==> src/rtl/bus_arbiter_2r_if.sv <==
// Request/grant and bus-mux control bundle between two bus masters and the
// two-requester bus arbiter.
interface bus_arbiter_2r_if;
  logic       req1;
  logic       req2;
  logic       ack1;
  logic       ack2;
  logic [1:0] bus_select;
  logic       bus_switch;
  logic       preempt;

  // Arbiter side: consumes requests, drives grants and bus-mux controls.
  modport master (
    input  req1,
    input  req2,
    output ack1,
    output ack2,
    output bus_select,
    output bus_switch,
    output preempt
  );

  // Requester side: drives requests, observes grants and bus-mux controls.
  modport slave (
    output req1,
    output req2,
    input  ack1,
    input  ack2,
    input  bus_select,
    input  bus_switch,
    input  preempt
  );
endinterface

==> src/rtl/bus_arbiter_2r.sv <==
// Two-requester round-robin bus arbiter with bounded tenure, forced preemption
// and a fixed-length turnaround window between successive bus owners.
module bus_arbiter_2r #(
  parameter int unsigned MAX_HOLD   = 32'd16,
  parameter int unsigned SWITCH_CYC = 32'd2
) (
  input logic              clk,
  input logic              rst_n,
  bus_arbiter_2r_if.master bus
);
  localparam int unsigned HOLD_W = $clog2(MAX_HOLD);
  localparam int unsigned SW_W   = $clog2(SWITCH_CYC + 32'd1);
  localparam logic [HOLD_W-1:0] HOLD_LAST = HOLD_W'(MAX_HOLD - 32'd1);
  localparam logic [SW_W-1:0]   SW_LAST   = SW_W'(SWITCH_CYC - 32'd1);

  localparam logic [1:0] ST_IDLE   = 2'd0;
  localparam logic [1:0] ST_GRANT1 = 2'd1;
  localparam logic [1:0] ST_GRANT2 = 2'd2;
  localparam logic [1:0] ST_SWITCH = 2'd3;

  logic [1:0]        state_r;
  logic [1:0]        state_nxt_s;
  logic [HOLD_W-1:0] hold_cnt_r;
  logic [SW_W-1:0]   sw_cnt_r;
  logic              last_grant_r;   // 1'b1: requester 2 owned the bus last
  logic              pick_any_s;
  logic              pick2_s;
  logic              preempt_nxt_s;
  logic              ack1_r;
  logic              ack2_r;
  logic [1:0]        bus_select_r;
  logic              bus_switch_r;
  logic              preempt_r;

  // Round-robin winner: a lone requester wins, a tie goes to the non-last owner.
  always_comb begin
    pick_any_s = bus.req1 | bus.req2;
    if (bus.req1 && bus.req2) begin
      pick2_s = ~last_grant_r;
    end else begin
      pick2_s = bus.req2;
    end
  end

  // Next-state decode; every release goes through the turnaround window.
  always_comb begin
    state_nxt_s   = state_r;
    preempt_nxt_s = 1'b0;
    case (state_r)
      ST_IDLE: begin
        if (pick_any_s) begin
          state_nxt_s = pick2_s ? ST_GRANT2 : ST_GRANT1;
        end else begin
          state_nxt_s = ST_IDLE;
        end
      end
      ST_GRANT1: begin
        if (!bus.req1) begin
          state_nxt_s = ST_SWITCH;
        end else if ((hold_cnt_r == HOLD_LAST) && bus.req2) begin
          state_nxt_s   = ST_SWITCH;
          preempt_nxt_s = 1'b1;
        end else begin
          state_nxt_s = ST_GRANT1;
        end
      end
      ST_GRANT2: begin
        if (!bus.req2) begin
          state_nxt_s = ST_SWITCH;
        end else if ((hold_cnt_r == HOLD_LAST) && bus.req1) begin
          state_nxt_s   = ST_SWITCH;
          preempt_nxt_s = 1'b1;
        end else begin
          state_nxt_s = ST_GRANT2;
        end
      end
      ST_SWITCH: begin
        // Requests only matter on the last turnaround cycle.
        if (sw_cnt_r != SW_LAST) begin
          state_nxt_s = ST_SWITCH;
        end else if (pick_any_s) begin
          state_nxt_s = pick2_s ? ST_GRANT2 : ST_GRANT1;
        end else begin
          state_nxt_s = ST_IDLE;
        end
      end
      default: begin
        state_nxt_s = ST_IDLE;
      end
    endcase
  end

  // State, tenure/turnaround counters, fairness history and registered outputs.
  always_ff @(posedge clk or negedge rst_n) begin
    if (!rst_n) begin
      state_r      <= ST_IDLE;
      hold_cnt_r   <= {HOLD_W{1'b0}};
      sw_cnt_r     <= {SW_W{1'b0}};
      last_grant_r <= 1'b1;
      ack1_r       <= 1'b0;
      ack2_r       <= 1'b0;
      bus_select_r <= 2'b00;
      bus_switch_r <= 1'b0;
      preempt_r    <= 1'b0;
    end else begin
      state_r <= state_nxt_s;

      // Tenure counter saturates so an uncontested owner keeps the bus.
      if (((state_nxt_s == ST_GRANT1) || (state_nxt_s == ST_GRANT2)) &&
          (state_nxt_s == state_r)) begin
        if (hold_cnt_r != HOLD_LAST) begin
          hold_cnt_r <= hold_cnt_r + HOLD_W'(32'd1);
        end else begin
          hold_cnt_r <= hold_cnt_r;
        end
      end else begin
        hold_cnt_r <= {HOLD_W{1'b0}};
      end

      if ((state_nxt_s == ST_SWITCH) && (state_r == ST_SWITCH)) begin
        sw_cnt_r <= sw_cnt_r + SW_W'(32'd1);
      end else begin
        sw_cnt_r <= {SW_W{1'b0}};
      end

      if ((state_nxt_s == ST_GRANT1) && (state_r != ST_GRANT1)) begin
        last_grant_r <= 1'b0;
      end else if ((state_nxt_s == ST_GRANT2) && (state_r != ST_GRANT2)) begin
        last_grant_r <= 1'b1;
      end else begin
        last_grant_r <= last_grant_r;
      end

      ack1_r       <= (state_nxt_s == ST_GRANT1);
      ack2_r       <= (state_nxt_s == ST_GRANT2);
      bus_switch_r <= (state_nxt_s == ST_SWITCH);
      preempt_r    <= preempt_nxt_s;
      case (state_nxt_s)
        ST_GRANT1: bus_select_r <= 2'b01;
        ST_GRANT2: bus_select_r <= 2'b10;
        default:   bus_select_r <= 2'b00;
      endcase
    end
  end

  assign bus.ack1       = ack1_r;
  assign bus.ack2       = ack2_r;
  assign bus.bus_select = bus_select_r;
  assign bus.bus_switch = bus_switch_r;
  assign bus.preempt    = preempt_r;
endmodule

==> src/flat_wrapper.sv <==
// flat-port wrapper written by rule: the top's interface ports become plain ports
module bus_arbiter_2r_flat 
#(
  parameter int unsigned MAX_HOLD   = 32'd16,
  parameter int unsigned SWITCH_CYC = 32'd2
)
  (clk, rst_n, bus_req1, bus_req2, bus_ack1, bus_ack2, bus_bus_select, bus_bus_switch, bus_preempt);
  bus_arbiter_2r_if bus_i ();
  input logic clk;
  input logic rst_n;
  input wire logic [$bits(bus_i.req1)-1:0] bus_req1;
  input wire logic [$bits(bus_i.req2)-1:0] bus_req2;
  output wire logic [$bits(bus_i.ack1)-1:0] bus_ack1;
  output wire logic [$bits(bus_i.ack2)-1:0] bus_ack2;
  output wire logic [$bits(bus_i.bus_select)-1:0] bus_bus_select;
  output wire logic [$bits(bus_i.bus_switch)-1:0] bus_bus_switch;
  output wire logic [$bits(bus_i.preempt)-1:0] bus_preempt;
  assign bus_i.req1 = bus_req1;
  assign bus_i.req2 = bus_req2;
  assign bus_ack1 = bus_i.ack1;
  assign bus_ack2 = bus_i.ack2;
  assign bus_bus_select = bus_i.bus_select;
  assign bus_bus_switch = bus_i.bus_switch;
  assign bus_preempt = bus_i.preempt;
  bus_arbiter_2r #(.MAX_HOLD(MAX_HOLD), .SWITCH_CYC(SWITCH_CYC)) u_core (.clk(clk), .rst_n(rst_n), .bus(bus_i));
endmodule
==> config.mk <==
export PLATFORM = sky130hd
export DESIGN_NAME = bus_arbiter_2r_flat
export DESIGN_NICKNAME = d
export VERILOG_FILES = /design/src/rtl/bus_arbiter_2r_if.sv /design/src/rtl/bus_arbiter_2r.sv /design/src/flat_wrapper.sv
export SDC_FILE = /design/constraint.sdc
export NUM_CORES = 1
export LEC_CHECK = 0
export ABC_AREA = 0
export BUFFER_PORTS_ARGS = -buffer_cell sky130_fd_sc_hd__buf_4
export CAP_MARGIN = 20
export CORE_MARGIN = 2
export CORE_UTILIZATION = 35
export CTS_CLUSTER_DIAMETER = 30
export DETAILED_ROUTE_END_ITERATION = 16
export HOLD_SLACK_MARGIN = 0.06
export PLACE_DENSITY = 0.52
export SETUP_SLACK_MARGIN = 0.05
export SYNTH_ARGS = -nofsm -noshare
export SYNTH_HDL_FRONTEND = slang
export SYNTH_SLANG_ARGS = --single-unit
==> constraint.sdc <==
create_clock -name clk -period 2.3 [get_ports clk]
set_input_delay 0.115 -clock clk [delete_from_list [all_inputs] [get_ports clk]]
set_output_delay 0.115 -clock clk [all_outputs]
set_load 0.1 [all_outputs]
==> reports/qor.json <==
{
  "finalCritPeriodShare_pct": 91.4,
  "cts_tree": "done",
  "detail-route-antenna-nets": 0,
  "grt_first_pass_wirelength_um": 2500,
  "firstDrtPassIters": 4,
  "relSlewSlack_pct": 77.2,
  "layout.cells.most_common": "sky130_fd_sc_hd__dfrtp_1",
  "tightest_slew_ns": 0.342,
  "io-pin-count": 10,
  "routedLengthMet1_um": 630,
  "status": "complete, no violations",
  "synth_seq_area_share_pct": 42.3,
  "yosys_warnings": 0,
  "setup_total_negative_slack_ns": 0,
  "critical_path_arrival_ns": 2.26,
  "finalMaxSlewViolations": 0,
  "die_height_um": 52.8,
  "grt_overflow_total": 0,
  "post_drt_via_cell_ratio": 5.06,
  "fin_nets": 97,
  "multi_input_area_sq_um": 445,
  "die-area_sq_mm": 0.00278,
  "grt_max_degree": 15,
  "post_synth_num_cell_types": 29,
  "setup_viol": 0,
  "tritoncts.num_buffers": 3,
  "fill_cells": 215,
  "gp_congestion": 0.867,
  "worst_hold_path_type": "in -> reg",
  "synth.cell_area_sq_um": 832,
  "timing.fmax_mhz": 476,
  "setup_repair_after_global_routing_missed_its_margin": "false",
  "dominantRegCellSynth": "sky130_fd_sc_hd__dfrtp_1",
  "vias_in_the_first_global_route": 562,
  "final.setup_skew_ns": 0.00238,
  "synth-seq-cells": 14,
  "crit_path_max_fanout": 4,
  "antenna_found_initial": 0,
  "endpoint_kind": "flip-flop",
  "max_cap_check_violation_count": 0,
  "critPathLaunchType": "flip-flop",
  "die_width_um": 52.8,
  "top_layer": "met4",
  "initial_utilization_pct": 37.3,
  "timing_hold_violations_final": 0,
  "number_of_sinks_driven_by_the_clock_tree": 14,
  "synth_area_per_cell_sq_um": 11.9,
  "antennaDiodeCount": 0,
  "clk_path_buf_depth": 2,
  "synth_enable_flop_cells": 0,
  "netlist_instances": 70,
  "met2RoutedLength_um": 681,
  "post_cts.repair.setup_buffers": 0,
  "cts-htree-levels": 1,
  "first_iter_violations": 10,
  "cts.reportedPaths.clkPinSlew_ns": 0.08,
  "routed_wirelength_um": 1430,
  "routedWlPerCell_um": 12.9,
  "timing.critical_path.required_ns": 2.46,
  "fp-row-count": 17,
  "drc": 0,
  "core-area_sq_mm": 0.00223,
  "syn-num-nets": 83,
  "routed-via-count": 562,
  "asyncSetResetFlopFracSynth_pct": 100,
  "seq_area_sq_um": 352,
  "cts_root_buf": "sky130_fd_sc_hd__clkbuf_4",
  "final.min_clock_period_ns": 2.10,
  "detailedPlacementHpwl_um": 1110,
  "synthToLayoutAreaGrowth_pct": 17.3,
  "commonest_cells_after_routing_fill_and_taps_aside": "sky130_fd_sc_hd__dfrtp_1, sky130_fd_sc_hd__ha_1, sky130_fd_sc_hd__buf_4, sky130_fd_sc_hd__inv_1",
  "globalRouteTotalUtil_pct": 13.0,
  "layout-drive-gt1-share_pct": 32.5,
  "timing.setup.critical_path_class": "reg -> reg",
  "portBuffers": 9,
  "insertion_delay_of_the_later_clocked_pin_in_the_worst_skew_pair_ns": 0.28,
  "met3WireLength_um": 46
}
Yosys cell counts (2+ instances only):
cell type | count | area share (%)
sky130_fd_sc_hd__ha_1 | 9 | 14
sky130_fd_sc_hd__nor4b_2 | 4 | 7.2
sky130_fd_sc_hd__dfrtp_1 | 13 | 39
sky130_fd_sc_hd__o22ai_1 | 2 | 1.5
sky130_fd_sc_hd__nor2_1 | 5 | 2.3
sky130_fd_sc_hd__mux2i_1 | 2 | 2.4
sky130_fd_sc_hd__a21oi_1 | 3 | 1.8
sky130_fd_sc_hd__xnor2_2 | 2 | 3.9
sky130_fd_sc_hd__nand2_1 | 4 | 1.8
sky130_fd_sc_hd__inv_1 | 6 | 2.7
sky130_fd_sc_hd__inv_2 | 2 | 0.90
what timing repair did:
action / 4_1_cts / 5_1_grt
hold buffers: 1 / 0
setup endpoints to repair: 0 / 3
gates resized for setup: 0 / 1
hold endpoints to repair: 14 / 0
area by class of cell:
| cell class | instances | share of cell area, % |
|---|---|---|
| timing repair buffer | 10 | 7.95 |
| clock buffer | 4 | 3.72 |
| multi-input combinational | 47 | 45.6 |
| sequential | 14 | 36.0 |
| tap | 28 | 3.59 |
| inverter | 8 | 3.08 |
path summary, 6_finish.rpt:
kind                                                     to                          from  slack (ns)  depth (start not counted)
min in group asynchronous      u_core.sw_cnt_r[0]$_DFF_PN0_                         rst_n        0.21                          2
min reg2reg                    u_core.sw_cnt_r[0]$_DFF_PN0_  u_core.sw_cnt_r[0]$_DFF_PN0_        0.43                          1
max reg2reg                u_core.hold_cnt_r[0]$_DFFE_PN0P_   u_core.state_r[1]$_DFF_PN0_        0.20                          7
max                        u_core.hold_cnt_r[0]$_DFFE_PN0P_   u_core.state_r[1]$_DFF_PN0_        0.20                          7
max in group asynchronous   u_core.last_grant_r$_DFFE_PN1P_                         rst_n        1.86                          2
min                            u_core.bus.preempt$_DFF_PN0_                      bus_req2        0.12                          3
state kept, by name, summed over array words and instances, names as in the netlist:
signal,cells
u_core.bus.ack2,1
u_core.state_r,2
u_core.last_grant_r,1
u_core.bus.bus_switch,1
u_core.bus.ack1,1
u_core.bus.bus_select,1
u_core.sw_cnt_r,2
u_core.hold_cnt_r,4
u_core.bus.preempt,1
critical path, cell delays in order (launching register included):
cell	delay (ns)
sky130_fd_sc_hd__dfrtp_1	0.42
sky130_fd_sc_hd__inv_1	0.15
sky130_fd_sc_hd__ha_1	0.30
sky130_fd_sc_hd__nor2_2	0.09
sky130_fd_sc_hd__o31ai_4	0.32
sky130_fd_sc_hd__a2bb2oi_4	0.24
sky130_fd_sc_hd__ha_1	0.30
sky130_fd_sc_hd__nor4b_2	0.17
metrics by stage:
step           cell area [sq um]  util (%)  worst slack, ns  cells  hold WS, ns
2_1_floorplan                832         -            0.378     70       -0.181
3_3_place_gp                 927      41.5            0.211    106      -0.0256
3_5_place_dp                 927      41.5            0.191    106      -0.0244
4_1_cts                      973      43.6            0.174    111        0.112
5_1_grt                      976      43.7           0.0802    111        0.125
6_report                     976      43.7            0.198    111        0.124
layer usage:
metal | up-vias | track usage, %
met1 | 271 | 15.4
met3 | 6 | 2.57
li1 | 271 | -
met2 | 14 | 19.2
met5 | - | 0
met4 | 0 | 12.8
cell families after synthesis:
kind of cell,Yosys count,share of synthesized area (%)
flip-flops,14,42.3
adder cells (fa/ha/maj),9,13.5
AND/OR/NAND/NOR,19,16.5
AO/OA/AOI/OAI,14,15.8
buffers and inverters,9,4.51
multiplexers,2,2.41
XOR/XNOR,3,4.96
Power is not shown: default switching activity piles up to over one toggle a cycle in this logic, so the estimate is an artifact.
